<file path="config.mk">
export PLATFORM = sky130hd
export DESIGN_NAME = mtx_hop_seq_nch
export DESIGN_NICKNAME = d
export VERILOG_FILES = /design/src/rtl/mtx_pkg.sv /design/src/rtl/mtx_ph_acc.sv /design/src/rtl/mtx_hop_seq_nch.sv
export SDC_FILE = /design/constraint.sdc
export NUM_CORES = 1
export LEC_CHECK = 0
export CORE_MARGIN = 10
export CORE_UTILIZATION = 54
export CTS_CLUSTER_SIZE = 40
export DETAILED_ROUTE_END_ITERATION = 12
export PLACE_DENSITY_LB_ADDON = 0.05
export SLEW_MARGIN = 20
export SYNTH_ARGS = -nofsm -noshare
export SYNTH_HDL_FRONTEND = slang
export SYNTH_HIERARCHICAL = 1
export SYNTH_SLANG_ARGS = --single-unit
export TNS_END_PERCENT = 100
</file>
<file path="constraint.sdc">
create_clock -name clk -period 4.1 [get_ports clk]
set_input_delay 0.82 -clock clk [delete_from_list [all_inputs] [get_ports clk]]
set_output_delay 0.82 -clock clk [all_outputs]
set_load 0.01 [all_outputs]
</file>
<file path="src/rtl/mtx_pkg.sv">
// Shared definitions for the multi-channel frequency-hopping TX sequencer.
package mtx_pkg;

   // Sequencer states; the numeric values are visible on the state port
   typedef enum logic [1:0] {
      ST_IDLE  = 2'd0,
      ST_ARM   = 2'd1,
      ST_TX    = 2'd2,
      ST_GUARD = 2'd3
   } mtx_state_e;

endpackage

</file>
<file path="src/rtl/mtx_ph_acc.sv">
// Single-channel phase accumulator: clear wins over enable, wraps silently.
module mtx_ph_acc #(
   parameter int PHASE_WIDTH = 24
) (
   input  logic                   clk,
   input  logic                   reset,
   input  logic                   clr,
   input  logic                   en,
   input  logic [PHASE_WIDTH-1:0] inc,
   output logic [PHASE_WIDTH-1:0] ph
);

   logic [PHASE_WIDTH-1:0] ph_r;

   // Phase register: cleared at hop boundaries, advanced by inc on live samples
   always_ff @(posedge clk or posedge reset) begin
      if (reset) begin
         ph_r <= {PHASE_WIDTH{1'b0}};
      end else if (clr) begin
         ph_r <= {PHASE_WIDTH{1'b0}};
      end else if (en) begin
         ph_r <= ph_r + inc;
      end else begin
         ph_r <= ph_r;
      end
   end

   assign ph = ph_r;

endmodule

</file>
<file path="src/rtl/mtx_hop_seq_nch.sv">
// Multi-channel frequency-hopping TX sequencer. Steps NCH phase accumulators
// through NUM_HOPS hops of NSYMB symbols x NSIG samples, with optional sync
// arming, a guard gap after every hop, one-shot/continuous frames and abort.
module mtx_hop_seq_nch
   import mtx_pkg::*;
#(
   parameter int PHASE_WIDTH   = 24,
   parameter int NCH           = 4,
   parameter int NSIG_WIDTH    = 24,
   parameter int NSIG          = 8192,
   parameter int NSYMB_WIDTH   = 16,
   parameter int NSYMB         = 16,
   parameter int NHOP_WIDTH    = 8,
   parameter int NUM_HOPS      = 4,
   parameter int GUARD_LEN     = 64,
   parameter int BASE_PH_INC   = 4096,
   parameter int HOP_PH_STEP   = 1024,
   parameter int CH_PH_SPACING = 256,
   parameter int EXT_SYNC      = 1
) (
   input  logic                       clk,
   input  logic                       reset,
   input  logic                       start,
   input  logic                       stop,
   input  logic                       mode_cont,
   input  logic                       sync_in,
   output logic                       valid,
   output logic [NCH*PHASE_WIDTH-1:0] ph_out,
   output logic [PHASE_WIDTH-1:0]     hop_ph_inc,
   output logic [NHOP_WIDTH-1:0]      nhop,
   output logic [NSYMB_WIDTH-1:0]     symbN,
   output logic [NSIG_WIDTH-1:0]      sigN,
   output logic [1:0]                 state,
   output logic                       hop_done,
   output logic                       frame_done,
   output logic                       sync_out
);

   localparam int GW = (GUARD_LEN > 1) ? $clog2(GUARD_LEN) : 1;
   localparam logic [NSIG_WIDTH-1:0]  SIG_LAST   = NSIG_WIDTH'(NSIG - 1);
   localparam logic [NSYMB_WIDTH-1:0] SYMB_LAST  = NSYMB_WIDTH'(NSYMB - 1);
   localparam logic [NHOP_WIDTH-1:0]  HOP_LAST   = NHOP_WIDTH'(NUM_HOPS - 1);
   localparam logic [GW-1:0]          GUARD_LAST = (GUARD_LEN > 0) ? GW'(GUARD_LEN - 1) : {GW{1'b0}};
   localparam logic [PHASE_WIDTH-1:0] BASE_INC   = PHASE_WIDTH'(BASE_PH_INC);
   localparam logic [PHASE_WIDTH-1:0] STEP_INC   = PHASE_WIDTH'(HOP_PH_STEP);

   mtx_state_e               state_r, state_s;
   logic [NSIG_WIDTH-1:0]    sig_cnt_r, sig_cnt_s;
   logic [NSYMB_WIDTH-1:0]   symb_cnt_r, symb_cnt_s;
   logic [NHOP_WIDTH-1:0]    nhop_r, nhop_s;
   logic [PHASE_WIDTH-1:0]   inc_r, inc_s;
   logic [GW-1:0]            guard_cnt_r, guard_cnt_s;
   logic                     sync_prev_r;
   logic                     valid_r, hop_done_r, frame_done_r, sync_out_r;
   logic                     hop_done_s, frame_done_s;
   logic                     acc_clr_s, acc_en_s, hop_adv_s;

   // Next-state, counter and accumulator-control decode; stop overrides everything
   always_comb begin
      state_s      = state_r;
      sig_cnt_s    = sig_cnt_r;
      symb_cnt_s   = symb_cnt_r;
      nhop_s       = nhop_r;
      inc_s        = inc_r;
      guard_cnt_s  = guard_cnt_r;
      hop_done_s   = 1'b0;
      frame_done_s = 1'b0;
      acc_clr_s    = 1'b0;
      acc_en_s     = 1'b0;
      hop_adv_s    = 1'b0;
      case (state_r)
         ST_IDLE: begin
            if (start) begin
               state_s     = (EXT_SYNC != 0) ? ST_ARM : ST_TX;
               sig_cnt_s   = {NSIG_WIDTH{1'b0}};
               symb_cnt_s  = {NSYMB_WIDTH{1'b0}};
               nhop_s      = {NHOP_WIDTH{1'b0}};
               inc_s       = BASE_INC;
               guard_cnt_s = {GW{1'b0}};
               acc_clr_s   = 1'b1;
            end else begin
               state_s = ST_IDLE;
            end
         end
         ST_ARM: begin
            if (sync_in && !sync_prev_r) begin
               state_s   = ST_TX;
               acc_clr_s = 1'b1;
            end else begin
               state_s = ST_ARM;
            end
         end
         ST_TX: begin
            if ((sig_cnt_r == SIG_LAST) && (symb_cnt_r == SYMB_LAST)) begin
               // Last sample of the hop: phase is held, not advanced
               hop_done_s  = 1'b1;
               sig_cnt_s   = {NSIG_WIDTH{1'b0}};
               symb_cnt_s  = {NSYMB_WIDTH{1'b0}};
               guard_cnt_s = {GW{1'b0}};
               if (GUARD_LEN == 0) begin
                  hop_adv_s = 1'b1;
               end else begin
                  state_s = ST_GUARD;
               end
            end else begin
               acc_en_s = 1'b1;
               if (sig_cnt_r == SIG_LAST) begin
                  sig_cnt_s  = {NSIG_WIDTH{1'b0}};
                  symb_cnt_s = symb_cnt_r + NSYMB_WIDTH'(1'b1);
               end else begin
                  sig_cnt_s = sig_cnt_r + NSIG_WIDTH'(1'b1);
               end
            end
         end
         ST_GUARD: begin
            if (guard_cnt_r == GUARD_LAST) begin
               hop_adv_s = 1'b1;
            end else begin
               guard_cnt_s = guard_cnt_r + GW'(1'b1);
            end
         end
         default: begin
            state_s = ST_IDLE;
         end
      endcase

      // Hop advance: next hop, next frame, or back to idle
      if (hop_adv_s) begin
         acc_clr_s   = 1'b1;
         guard_cnt_s = {GW{1'b0}};
         if (nhop_r != HOP_LAST) begin
            nhop_s  = nhop_r + NHOP_WIDTH'(1'b1);
            inc_s   = inc_r + STEP_INC;
            state_s = ST_TX;
         end else begin
            frame_done_s = 1'b1;
            nhop_s       = {NHOP_WIDTH{1'b0}};
            inc_s        = BASE_INC;
            state_s      = mode_cont ? ST_TX : ST_IDLE;
         end
      end else begin
         guard_cnt_s = guard_cnt_s;
      end

      // Abort: suppress any pulse due this cycle and return everything to rest
      if (stop && (state_r != ST_IDLE)) begin
         state_s      = ST_IDLE;
         sig_cnt_s    = {NSIG_WIDTH{1'b0}};
         symb_cnt_s   = {NSYMB_WIDTH{1'b0}};
         nhop_s       = {NHOP_WIDTH{1'b0}};
         inc_s        = BASE_INC;
         guard_cnt_s  = {GW{1'b0}};
         hop_done_s   = 1'b0;
         frame_done_s = 1'b0;
         acc_clr_s    = 1'b1;
         acc_en_s     = 1'b0;
      end else begin
         acc_en_s = acc_en_s;
      end
   end

   // Sequencer registers and registered status outputs derived from next state
   always_ff @(posedge clk or posedge reset) begin
      if (reset) begin
         state_r      <= ST_IDLE;
         sig_cnt_r    <= {NSIG_WIDTH{1'b0}};
         symb_cnt_r   <= {NSYMB_WIDTH{1'b0}};
         nhop_r       <= {NHOP_WIDTH{1'b0}};
         inc_r        <= BASE_INC;
         guard_cnt_r  <= {GW{1'b0}};
         sync_prev_r  <= 1'b0;
         valid_r      <= 1'b0;
         hop_done_r   <= 1'b0;
         frame_done_r <= 1'b0;
         sync_out_r   <= 1'b0;
      end else begin
         state_r      <= state_s;
         sig_cnt_r    <= sig_cnt_s;
         symb_cnt_r   <= symb_cnt_s;
         nhop_r       <= nhop_s;
         inc_r        <= inc_s;
         guard_cnt_r  <= guard_cnt_s;
         sync_prev_r  <= sync_in;
         valid_r      <= (state_s == ST_TX);
         hop_done_r   <= hop_done_s;
         frame_done_r <= frame_done_s;
         sync_out_r   <= (state_s == ST_TX) && (nhop_s == {NHOP_WIDTH{1'b0}}) &&
                         (symb_cnt_s == {NSYMB_WIDTH{1'b0}});
      end
   end

   // One accumulator per tone; channel offset is a fixed constant added to the hop increment
   genvar ch;
   generate
      for (ch = 0; ch < NCH; ch++) begin : g_ch
         localparam logic [PHASE_WIDTH-1:0] CH_OFF = PHASE_WIDTH'(ch * CH_PH_SPACING);
         logic [PHASE_WIDTH-1:0] ch_inc_s;
         assign ch_inc_s = inc_r + CH_OFF;
         mtx_ph_acc #(.PHASE_WIDTH(PHASE_WIDTH)) u_acc (
            .clk   (clk),
            .reset (reset),
            .clr   (acc_clr_s),
            .en    (acc_en_s),
            .inc   (ch_inc_s),
            .ph    (ph_out[ch*PHASE_WIDTH +: PHASE_WIDTH])
         );
      end
   endgenerate

   assign valid      = valid_r;
   assign hop_ph_inc = inc_r;
   assign nhop       = nhop_r;
   assign symbN      = symb_cnt_r;
   assign sigN       = sig_cnt_r;
   assign state      = state_r;
   assign hop_done   = hop_done_r;
   assign frame_done = frame_done_r;
   assign sync_out   = sync_out_r;

endmodule

</file>
Yosys cells after proc, flatten, opt, wreduce, memory -nomap -nowiden

Index checks and enable logic that the tools add are counted.

$add $sub $neg: 12
Equality and inequality tests: 12
Multiplexer cells: 58
Reductions and logical operators: 18

Operators by type and width:

| kind                   | number |
|---|---|
| $mux 24                | 17 |
| $add 24x24->24         | 4 |
| $mux 16                | 4 |
| $add 24x10->24 const B | 2 |
| $pmux 24 s2            | 1 |
| $mux 8                 | 5 |
| $pmux 16 s2            | 1 |
| $mux 6                 | 5 |
| $add 24x1->24 const B  | 1 |
| $add 24x11->24 const B | 1 |
| $add 24x9->24 const B  | 1 |
| $eq 24x13->1 const B   | 1 |
| $pmux 6 s3             | 1 |
| $add 16x1->16 const B  | 1 |
| $eq 16x4->1 const B    | 1 |
| $logic_not 16->1       | 1 |
| $mux 1                 | 16 |
| $mux 2                 | 6 |
| $ne 4x4->1 const B     | 3 |
| $reduce_bool 3->1      | 3 |
| $add 8x1->8 const B    | 1 |
| $logic_not 8->1        | 1 |
| $ne 8x2->1 const B     | 1 |
| $add 6x1->6 const B    | 1 |
| other kinds (13)       | 21 |

Register bits: 181
Input bits: 6
Output and inout port bits: 174
Logic and storage cells: 115

Longest topological paths before layout

Gate-level depths: netlist (run 1).

Depth after elaboration: 9
Depth in mapped cells: 12
Depth with buffers taken out: 10

By module

The synthesis (run 1) kept the hierarchy.

By module, submodules not included:

| module                          | times used | cells each | area each (µm²) | seq. area each (µm²) |
|---|---|---|---|---|
| mtx_ph_acc at g_ch[0].u_acc ... | 3          | 247        | 2,180.8         | 600.6 |
| mtx_hop_seq_nch                 | 1          | 525        | 4,563.1         | 1,878.1 |
| mtx_ph_acc at g_ch[3].u_acc     | 1          | 246        | 2,154.6         | 600.6 |

Least setup slack after synthesis (run 1)

OpenSTA, ideal clock, no wires.

Kind: reg2reg
Start point: reg state_r[0] (netlist: state[0])
End point: reg g_ch[0].u_acc.ph_r[21]
Setup time: 0.070 ns
Data arrival time: 3.619 ns
Data required time: 4.030 ns
Path slack: 0.411 ns
Cell stages (with the launch flop): 11
Path buffers: 2
Clock period less this slack: 3.689 ns
Path through: dfrtp_1 -> inv_1 -> ha_1 -> and2_1 -> a311oi_1 -> clkbuf_1 -> clkbuf_1 -> o21ai_0 -> or4b_2 -> nor3_1 -> nand3b_1

Word-level cells in the longest chain between the ends: 5

RTL lines:

| element                                      | line                   | RTL |
|---|---|---|
| from (decl)                                  | mtx_hop_seq_nch.sv:47  | `mtx_state_e state_r, state_s;` |
| from (signal assigned)                       | mtx_hop_seq_nch.sv:177 | `state_r <= state_s;` |
| $eq 2x1->1 (tied with other cells)           | mtx_hop_seq_nch.sv:71  | `case (state_r)` |
| $pmux 1 s2 or $mux 1 (tied branches)         | mtx_hop_seq_nch.sv:71  |  |
| $mux 1                                       | mtx_hop_seq_nch.sv:128 | `if (hop_adv_s) begin` |
| $mux 1 (*)                                   | mtx_hop_seq_nch.sv:146 | `if (stop && (state_r != ST_IDLE)) begin` |
| via acc_clr_s                                | mtx_hop_seq_nch.sv:56  | `logic acc_clr_s, acc_en_s, hop_adv_s;` |
| $mux 24 or $reduce_bool 2->1 (tied branches) | -                      |  |
| to (signal assigned)                         | mtx_ph_acc.sv:18       | `ph_r <= {PHASE_WIDTH{1'b0}};` |
| to (signal assigned)                         | mtx_ph_acc.sv:20       | `ph_r <= {PHASE_WIDTH{1'b0}};` |
| to (signal assigned)                         | mtx_ph_acc.sv:22       | `ph_r <= ph_r + inc;` |
| to (decl)                                    | mtx_ph_acc.sv:13       | `logic [PHASE_WIDTH-1:0] ph_r;` |

Mark *: on every way through the listed nets, which the timed path passes. The rest lies on a longest branch.
A chain may end at the register's enable or synchronous reset.

Worst setup path after layout (run 1)

Start point: reg state_r[0] (netlist: state[0])
End point: reg sync_out_r (netlist: sync_out)

RTL lines:

| element                                          | line                                          | RTL |
|---|---|---|
| $eq 2x2->1 (tied with other cells)               | mtx_hop_seq_nch.sv:71                         |  |
| $pmux 16 s2 or $logic_and 1x1->1 (tied branches) | mtx_hop_seq_nch.sv:71, mtx_hop_seq_nch.sv:146 |  |
| $mux 16 (*)                                      | mtx_hop_seq_nch.sv:146                        |  |
| via symb_cnt_s[10]                               | mtx_hop_seq_nch.sv:49                         | `logic [NSYMB_WIDTH-1:0] symb_cnt_r, symb_cnt_s;` |
| $logic_not 16->1 (*)                             | mtx_hop_seq_nch.sv:188                        | `(symb_cnt_s == {NSYMB_WIDTH{1'b0}});` |
| $logic_and 1x1->1 (*)                            | mtx_hop_seq_nch.sv:187                        | `sync_out_r <= (state_s == ST_TX) && (nhop_s == {NHOP_WIDTH{1'b0}}) &&` |
| to (signal assigned)                             | mtx_hop_seq_nch.sv:187                        |  |
| to (decl)                                        | mtx_hop_seq_nch.sv:54                         | `logic valid_r, hop_done_r, frame_done_r, sync_out_r;` |

Marks and branches as above.

==> results.py, run 1 <==
metrics = {
    "routing": {
        "drcViolationCount": 0,
        "finalWirelength_mm": 37.5,
        "drtIter0Drc": 978,
        "avgViaCountPerCell": 6.06,
        "vias": 12300,
        "first_pass_iters": 7,
        "antenna_left": 0,
        "routed_wire_length_per_instance_um": 18.5,
    },
    "sta": {
        "period_needed_ns": 3.48,
        "fmax_mhz": 287,
        "drv_slew": 0,
        "rsz0062_at_grt": "no",
        "skew_ns": 0.0139,
        "finalSetupViolations": 0,
        "slew_headroom": 0.330,
        "hold_viol_final": 0,
        "worst_pin_slew_ns": 1.00,
        "fin_crit_sh": 0.850,
        "setup_tns_ns": 0,
    },
    "setup_path": {
        "crit_family": "simple AND/OR/NAND/NOR gates",
        "critPathArrivalTime_ns": 3.82,
        "slowest_delay_ns": 0.52,
        "path_class": "reg -> reg",
        "critPathLaunchType": "register",
        "crit_slowest_cell": "ha_1",
        "end_kind": "register",
        "crit_chain": "inv_1 -> ha_1 -> a21oi_1 -> nand2_1 -> o21ai_2 -> o21a_1 -> or4_1 -> or4_1 -> nor4_2",
        "required_ns": 4.43,
        "path_buf_inv": 1,
        "critPathMaxFanout": 15,
        "cpMostUsedCell": "or4_1",
    },
    "clock_tree": {
        "cts_hold_buf": 0,
        "cts-resized-gates": 0,
        "cts.reportedPaths.clkPinSlew_ns": 0.08,
        "cts_buffers": 17,
        "cts.sinks": 171,
        "cts_setup_buffers": 0,
        "clk_latency_ns": 0.44,
        "cts_max_path_buffers": 2,
        "cts-root-buf": "clkbuf_16",
        "cts_tree": "built",
        "htreeDepth": 4,
    },
    "finish": {
        "antenna_cells": 0,
        "nFillCells": 2080,
        "final_cell_mix": "170 x dfrtp_1, 169 x clkdlybuf4s50_1, 161 x nor2_1, 122 x nand2_1, 104 x ha_1",
        "area_growth_pct": 20.0,
        "layout_commonest_cell": "dfrtp_1",
        "nNetsFinal": 1798,
        "drive_gt1_frac": 0.0766,
    },
    "grt": {
        "grt_usage": 0.232,
        "grt_pass1_vias": 11700,
        "grt_pass1_wl_mm": 60.0,
        "antenna_found_initial": 0,
        "grt_max_degree": 47,
        "grt-ovfl-total": 0,
    },
    "synthesis": {
        "syn_area_mm2": 0.0133,
        "seq_area_frac_synth": 0.323,
        "synth-edff-count": 0,
        "synthCells": 1512,
        "synth_top_area_frac": 0.321,
        "ys_warn_count": 6,
        "syn_area_per_cell_um2": 8.77,
        "async_reset_ff_frac": 1.00,
        "yosys.area.top_type": "dfrtp_1",
        "synth_cell_type_count": 88,
        "yosys-top-cells-area": "dfrtp_1 32%, ha_1 9.8%, nor2_1 4.6%",
        "ys_seq_elements": 171,
        "ys.flop_type": "dfrtp_1",
    },
    "pwr": {
        "p_per_area_mw_per_mm2": 455,
        "ir_drop_mv": 0.264,
        "p_leak_uw": 0.00700,
        "report.power.total_uw": 7240,
    },
    "place": {
        "portBuffers": 169,
        "post-dp-hpwl_mm": 27.7,
        "gp_congestion": 0.968,
    },
    "floorplanning": {
        "design.die.area_mm2": 0.0312,
        "start_util": 0.547,
        "fp.dieW_um": 177,
        "top_level_ports": 180,
        "fp-row-count": 57,
        "die_y_um": 177,
        "core_area_mm2": 0.0242,
    },
    "status": {
        "status": "completed",
    },
    "flow_run": {
        "maxCapViolCount": 0,
    },
    "min_path": {
        "hp-class": "reg -> reg",
    },
}
layer usage:
metal	vias up	track usage	share of wire
met1	5896	0.292	0.43
met2	410	0.392	0.48
li1	5883	-	-
met4	0	0.0676	0.021
met3	63	0.0499	0.067
met5	-	0	0
kinds of logic (layout without fill, tap and decap cells):
group,after synthesis,after routing,share of synthesized area
and+or+nand+nor,549,549,0.216
other,2,54,0.000566
adders and majority gates,108,108,0.104
DFF,171,171,0.323
xor gates and xnor gates,85,85,0.0561
muxes,42,42,0.0319
AOI/OAI and AO/OA,441,441,0.230
buffers and inverters,114,247,0.0391
final timing paths:
path                       slack (ns)              endpoint            startpoint  cells after the start
hold / removal                   0.53  g_ch[0].u_acc/ph[18]  g_ch[0].u_acc/ph[18]                      2
setup reg to reg                 0.62              sync_out              state[0]                      9
max in group asynchronous        2.31   g_ch[1].u_acc/ph[7]                 reset                      2
hold reg to reg                  0.53  g_ch[0].u_acc/ph[18]  g_ch[0].u_acc/ph[18]                      2
setup / recovery                 0.62              sync_out              state[0]                      9
min in group asynchronous        1.03  g_ch[3].u_acc/ph[18]                 reset                      2
metrics by stage:
step           setup WS, ns  cells  cell area [µm²]   util  hold slack (ns)
5_1_grt               0.516   2021            15900  0.656            0.577
3_5_place_dp          0.349   1989            15300  0.631            0.516
6_report              0.616   2021            15900  0.656            0.529
4_1_cts               0.660   2021            15900  0.656            0.530
2_1_floorplan         0.411   1564            13500      -            0.490
3_3_place_gp          0.501   1989            15300  0.631            0.501
sequential cells by signal (all words and copies together) (netlist names):
register       count
state              2
nhop               8
sigN              24
guard_cnt_r        6
valid              1
g_ch.u_acc/ph     96
symbN             16
hop_ph_inc        14
frame_done         1
sync_prev_r        1
hop_done           1
sync_out           1
worst register-to-register path: stages (launching register included):
cell     delay (ns)
dfrtp_1        0.48
inv_1          0.20
ha_1           0.52
a21oi_1        0.21
nand2_1        0.36
o21ai_2        0.18
o21a_1         0.23
or4_1          0.52
or4_1          0.44
nor4_2         0.25
Yosys cell counts, types with 30 or more instances:
library cell	n
nand2_1	122
a21oi_1	98
mux2i_1	40
nor2_1	161
nand3_1	53
o21ai_0	77
clkbuf_1	52
xor2_1	33
ha_1	104
inv_1	30
xnor2_1	52
dfrtp_1	170
where the power goes:
part           internal [µW]  switching (µW)
clock network            889             828
logic                   1360            2040
registers               1900             218
total                   4150            3090
area by class of cell:
class | instances | area [µm²] | share of cell area
flip-flops and latches | 171 | 4280 | 0.269
well taps | 324 | 405 | 0.0255
clock inverters | 15 | 193 | 0.0121
inverters | 30 | 115 | 0.00723
clock buffers | 17 | 425 | 0.0267
repair buffers | 185 | 1820 | 0.115
multi-input cells | 1279 | 8670 | 0.545
(Power assumes the default switching activity.)
==> run 2: changes to the inputs <==
==> constraint.sdc (replaced) <==
create_clock -name clk -period 3.3 [get_ports clk]
set_input_delay 0.66 -clock clk [delete_from_list [all_inputs] [get_ports clk]]
set_output_delay 0.66 -clock clk [all_outputs]
set_load 0.01 [all_outputs]
==> results.py, run 2 (synthesized netlist as in run 1, its figures left out) <==
metrics = {
    "status": {
        "status": "completed",
    },
    "finish": {
        "layout_commonest_cell": "dfrtp_1",
        "nNetsFinal": 1842,
        "area_growth_pct": 23.0,
        "drive_gt1_frac": 0.101,
        "antenna_cells": 0,
        "nFillCells": 2108,
        "largest_reg_flops": 96,
        "finalNonFillerCells": 2065,
        "final_cell_mix": "170 x dfrtp_1, 169 x clkdlybuf4s50_1, 160 x nor2_1, 122 x nand2_1, 104 x ha_1",
    },
    "setup_path": {
        "cpMostUsedCell": "buf_4",
        "r2r_cells": 12,
        "timing.rr.start": "state[1]",
        "critPathArrivalTime_ns": 3.40,
        "crit_family": "simple AND/OR/NAND/NOR gates",
        "crit_chain": "inv_1 -> ha_1 -> nor2b_1 -> buf_4 -> a311oi_2 -> buf_4 -> a31oi_1 -> o22ai_1 -> nor3_1 -> nand4_1 -> or4_1 -> nor4_2",
        "end_kind": "register",
        "path_buf_inv": 3,
        "r2r_end": "sync_out",
        "slowest_delay_ns": 0.56,
        "critPathLaunchType": "register",
        "path_class": "reg -> reg",
        "critPathMaxFanout": 20,
        "crit_slowest_cell": "or4_1",
        "required_ns": 3.64,
        "r2r_slack_ns": 0.24,
    },
    "pwr": {
        "sw_frac_of_total": 0.404,
        "combPwrFrac": 0.480,
        "p_int_uw": 5550,
        "pwr-share-clk": 0.238,
        "pwr-share-seq": 0.282,
        "ir_drop_mv": 0.351,
        "p_leak_uw": 0.00723,
        "p_switching_uw": 3760,
        "p_per_area_mw_per_mm2": 571,
    },
    "min_path": {
        "hp-class": "reg -> reg",
        "min_to": "guard_cnt_r[1]",
        "min_path_cells": 2,
        "min_from": "guard_cnt_r[1]",
    },
    "grt": {
        "antenna_found_initial": 0,
        "grt_usage": 0.241,
        "grt_pass1_wl_mm": 61.9,
        "grt_pass1_vias": 12000,
        "grt-ovfl-total": 0,
        "grt_max_degree": 50,
    },
    "sta": {
        "rsz0062_at_grt": "no",
        "skew_ns": 0.0103,
        "drv_slew": 0,
        "period_needed_ns": 3.06,
        "timing.hold.ws_ns": 0.536,
        "slew_headroom": 0.482,
        "hold_viol_final": 0,
        "fin_crit_sh": 0.928,
        "finalSetupViolations": 0,
        "fmax_mhz": 327,
        "setup_tns_ns": 0,
        "worst_pin_slew_ns": 0.773,
    },
    "routing": {
        "avgViaCountPerCell": 5.96,
        "drcViolationCount": 0,
        "finalWirelength_mm": 38.1,
        "first_pass_iters": 5,
        "drtIter0Drc": 1031,
        "vias": 12300,
        "antenna_left": 0,
        "routed_wire_length_per_instance_um": 18.5,
    },
    "clock_tree": {
        "cts_max_path_buffers": 2,
        "cts.sinks": 171,
        "cts_hold_buf": 0,
        "cts.reportedPaths.clkPinSlew_ns": 0.07,
        "cts-resized-gates": 0,
        "clk_latency_ns": 0.43,
        "cts_tree": "built",
        "cts-root-buf": "clkbuf_16",
        "cts_buffers": 17,
        "htreeDepth": 4,
        "cts_setup_buffers": 0,
    },
    "floorplanning": {
        "top_level_ports": 180,
        "core_area_mm2": 0.0242,
        "fp.dieW_um": 177,
        "start_util": 0.547,
        "design.die.area_mm2": 0.0312,
        "fp-row-count": 57,
        "die_y_um": 177,
    },
    "place": {
        "portBuffers": 169,
        "gp_congestion": 0.956,
        "placedCellCount": 2033,
        "post-dp-hpwl_mm": 28.7,
    },
    "flow_run": {
        "maxCapViolCount": 0,
    },
}
[run 2: changes by cell type in the layout (fill, tap and decap cells not counted), sizes merged]
cell	before	now
buf	16	60
bufinv	1	4
clkinv	7	3
clkinvlp	0	3
inv	37	35
[run 2: worst max path at each step]
stage | startpoint | endpoint | slack [ns] | cells past startpoint
final | state[1] | sync_out | 0.24 | 12
after global routing | state[1] | sync_out | 0.05 | 12
after CTS | state[1] | sync_out | 0.27 | 12
after detailed placement | stop | sync_out | -0.02 | 11
after global placement | stop | sync_out | 0.02 | 11
after floorplan | state[0] | g_ch[0].u_acc/ph[21] | 0.02 | 10
[run 2: layout make-up]
| class | instances | area [µm²] | share of cell area |
|---|---|---|---|
| multi-input cells | 1279 | 8680 | 0.532 |
| flip-flops and latches | 171 | 4280 | 0.262 |
| repair buffers | 229 | 2190 | 0.134 |
| clock buffers | 17 | 425 | 0.0261 |
| well taps | 324 | 405 | 0.0249 |
| clock inverters | 15 | 213 | 0.0130 |
| inverters | 30 | 115 | 0.00706 |
[run 2: power by group through the flow]
stage                     sequential (µW)  combinational [µW]  clock (µW)
after floorplan                      2720                2760           0
after global placement               2650                4310           0
after detailed placement             2660                4380           0
after CTS                            2620                4400        2270
after global routing                 2660                4930        2360
final                                2620                4470        2220
[run 2: metal layers]
layer | up-vias | wire [µm] | GRT usage
li1 | 5982 | - | -
met1 | 5934 | 16500 | 0.301
met2 | 337 | 18300 | 0.409
met3 | 61 | 2250 | 0.0472
met4 | 0 | 1050 | 0.0792
met5 | - | 0 | 0
[run 2: per-stage QoR]
stage | power, µW | setup slack [ns] | instance area, µm² | utilization
global route | 9940 | 0.0480 | 16300 | 0.673
finish | 9310 | 0.238 | 16300 | 0.673
global placement | 6960 | 0.0225 | 15700 | 0.646
detailed placement | 7040 | -0.0189 | 15700 | 0.646
floorplan | 5480 | 0.0184 | 13500 | -
CTS | 9290 | 0.274 | 16300 | 0.672
[run 2: worst min-delay path: stages, from the launching register on]
cell	delay (ns)
dfrtp_1	0.38
nand2_1	0.06
o31ai_1	0.06
==> run 3: changes to the inputs <==
--- a/config.mk
+++ b/config.mk
@@ -9,8 +9,8 @@
 export CORE_UTILIZATION = 54
 export CTS_CLUSTER_SIZE = 40
 export DETAILED_ROUTE_END_ITERATION = 12
+export GPL_TIMING_DRIVEN = 0
 export PLACE_DENSITY_LB_ADDON = 0.05
-export SLEW_MARGIN = 20
 export SYNTH_ARGS = -nofsm -noshare
 export SYNTH_HDL_FRONTEND = slang
 export SYNTH_HIERARCHICAL = 1
==> results.py, run 3 (synthesized netlist as in run 1, its figures left out) <==
metrics = {
    "setup_path": {
        "critPathLaunchType": "register",
        "path_class": "reg -> reg",
        "required_ns": 3.67,
        "critPathMaxFanout": 12,
        "critPathArrivalTime_ns": 3.55,
        "r2r_slack_ns": 0.12,
        "end_kind": "register",
    },
    "place": {
        "dp_slack_ns": -1.35,
        "placedCellCount": 2058,
        "post-dp-hpwl_mm": 28.4,
        "portBuffers": 169,
        "gp_congestion": 0.936,
    },
    "sta": {
        "drv_slew": 0,
        "skew_ns": 0.0181,
        "hold_viol_final": 0,
        "slew_headroom": 0.287,
        "fin_crit_sh": 0.964,
        "fmax_mhz": 314,
        "setup_ws_ns": 0.118,
        "finalSetupViolations": 0,
        "worst_pin_slew_ns": 1.07,
        "period_needed_ns": 3.18,
    },
    "floorplanning": {
        "fp.dieW_um": 177,
        "design.die.area_mm2": 0.0312,
        "top_level_ports": 180,
        "die_y_um": 177,
        "start_util": 0.547,
        "fp-row-count": 57,
        "core_area_mm2": 0.0242,
    },
    "clock_tree": {
        "cts-root-buf": "clkbuf_16",
        "clk_latency_ns": 0.44,
        "cts_buffers": 17,
        "cts_tree": "built",
        "cts.sinks": 171,
        "cts.reportedPaths.clkPinSlew_ns": 0.08,
        "cts_max_path_buffers": 2,
        "htreeDepth": 4,
    },
    "routing": {
        "drcViolationCount": 0,
        "routed_wire_length_per_instance_um": 18.2,
        "avgViaCountPerCell": 5.94,
        "antenna_left": 0,
        "finalWirelength_mm": 38.3,
        "drtIter0Drc": 1220,
        "first_pass_iters": 7,
        "vias": 12500,
    },
    "pwr": {
        "p_switching_uw": 4040,
        "pwr-share-clk": 0.230,
        "combPwrFrac": 0.486,
        "ir_drop_mv": 0.419,
        "p_leak_uw": 0.00726,
        "pwr-share-seq": 0.284,
        "p_int_uw": 5230,
        "sw_frac_of_total": 0.436,
        "p_per_area_mw_per_mm2": 564,
    },
    "grt": {
        "grt_max_degree": 48,
        "globalRouteMet2Util": 0.395,
        "antenna_found_initial": 0,
        "grt-ovfl-total": 0,
        "grt_pass1_vias": 12200,
        "grt_usage": 0.239,
        "grt_pass1_wl_mm": 61.5,
        "top_usage_layer": "met2",
        "grt_use_met3": 0.0465,
        "met1_usage": 0.299,
    },
    "status": {
        "status": "completed",
    },
    "flow_run": {
        "maxCapViolCount": 0,
    },
    "finish": {
        "area_growth_pct": 24.0,
        "nNetsFinal": 1882,
        "nFillCells": 2031,
        "layout_commonest_cell": "clkdlybuf4s50_1",
        "finalNonFillerCells": 2105,
        "largest_reg_flops": 96,
        "drive_gt1_frac": 0.102,
        "antenna_cells": 0,
        "final_cell_mix": "169 x clkdlybuf4s50_1, 166 x dfrtp_1, 159 x nor2_1, 120 x nand2_1, 103 x ha_1",
    },
    "min_path": {
        "hp-class": "reg -> reg",
    },
}
## run 3: cell types whose count changed in the layout (fill, tap and decap cells not counted), moves of 3 or more
| cell | delta |
|---|---|
| clkinv_8 | +8 |
| bufinv_16 | -4 |
| buf_4 | -26 |
| clkbuf_1 | +42 |
| buf_6 | +3 |
| clkbuf_4 | +3 |
| dfrtp_2 | +4 |
| dfrtp_1 | -4 |
| buf_12 | -4 |
| buf_2 | +8 |
| buf_1 | +3 |
| clkbuf_2 | +7 |
## run 3: worst paths after layout
path | to | from | cells past startpoint
max in group asynchronous | g_ch[2].u_acc/ph[16] | reset | 2
min in group asynchronous | sigN[12] | reset | 2
worst min register to register | guard_cnt_r[1] | guard_cnt_r[1] | 2
worst max-delay path | g_ch[1].u_acc/ph[21] | state[0] | 10
worst min-delay path | guard_cnt_r[1] | guard_cnt_r[1] | 2
worst max register to register | g_ch[1].u_acc/ph[21] | state[0] | 10
## run 3: metrics by stage
| step | instance area, µm² | setup TNS [ns] | hold slack (ns) | power [µW] | util |
|---|---|---|---|---|---|
| 2_1_floorplan | 13500 | 0 | 0.490 | 5480 | - |
| 3_3_place_gp | 15600 | -162.03 | 0.499 | 6770 | 0.642 |
| 3_5_place_dp | 15600 | -103.94 | 0.520 | 6840 | 0.643 |
| 4_1_cts | 16300 | 0 | 0.539 | 9110 | 0.672 |
| 5_1_grt | 16400 | -0.0119 | 0.566 | 9880 | 0.678 |
| 6_report | 16400 | 0 | 0.532 | 9270 | 0.678 |
## run 3: power by group through the flow
stage / combinational [µW] / sequential, µW / clock (µW)
finish: 4500 / 2630 / 2130
global route: 4940 / 2670 / 2270
CTS: 4300 / 2630 / 2180
detailed placement: 4170 / 2670 / 0
global placement: 4110 / 2660 / 0
floorplan: 2760 / 2720 / 0
## run 3: what timing repair did
item | 4_1_cts | 5_1_grt
buffers inserted | 0 | 14
endpoints found under the setup margin | 107 | 93
resized for setup | 24 | 17
gates cloned | 1 | 1
pin swaps | 1 | 3
hold buffers | 0 | 0
## run 3: metal layers
layer	up-vias	part of all wire
met4	0	0.033
met1	5961	0.44
li1	6066	-
met2	406	0.47
met5	-	0
met3	75	0.060
## run 3: layout make-up
class / instances / area, µm² / area share
inverter: 30 / 119 / 0.00723
sequential: 171 / 4290 / 0.261
buffer: 83 / 434 / 0.0264
multi-input combinational: 1281 / 8740 / 0.532
clock buffer: 17 / 425 / 0.0259
timing repair buffer: 184 / 1820 / 0.111
tap: 324 / 405 / 0.0246
clock inverter: 15 / 211 / 0.0129
## run 3: worst max-delay path, cell delays in order, from the launching register on
cell	delay, ns
dfrtp_2	0.45
inv_1	0.13
ha_2	0.25
and2_2	0.25
a311oi_4	0.32
clkbuf_8	0.23
clkbuf_4	0.26
o21ai_4	0.17
or4b_2	0.72
nor3_1	0.19
nand3b_1	0.14
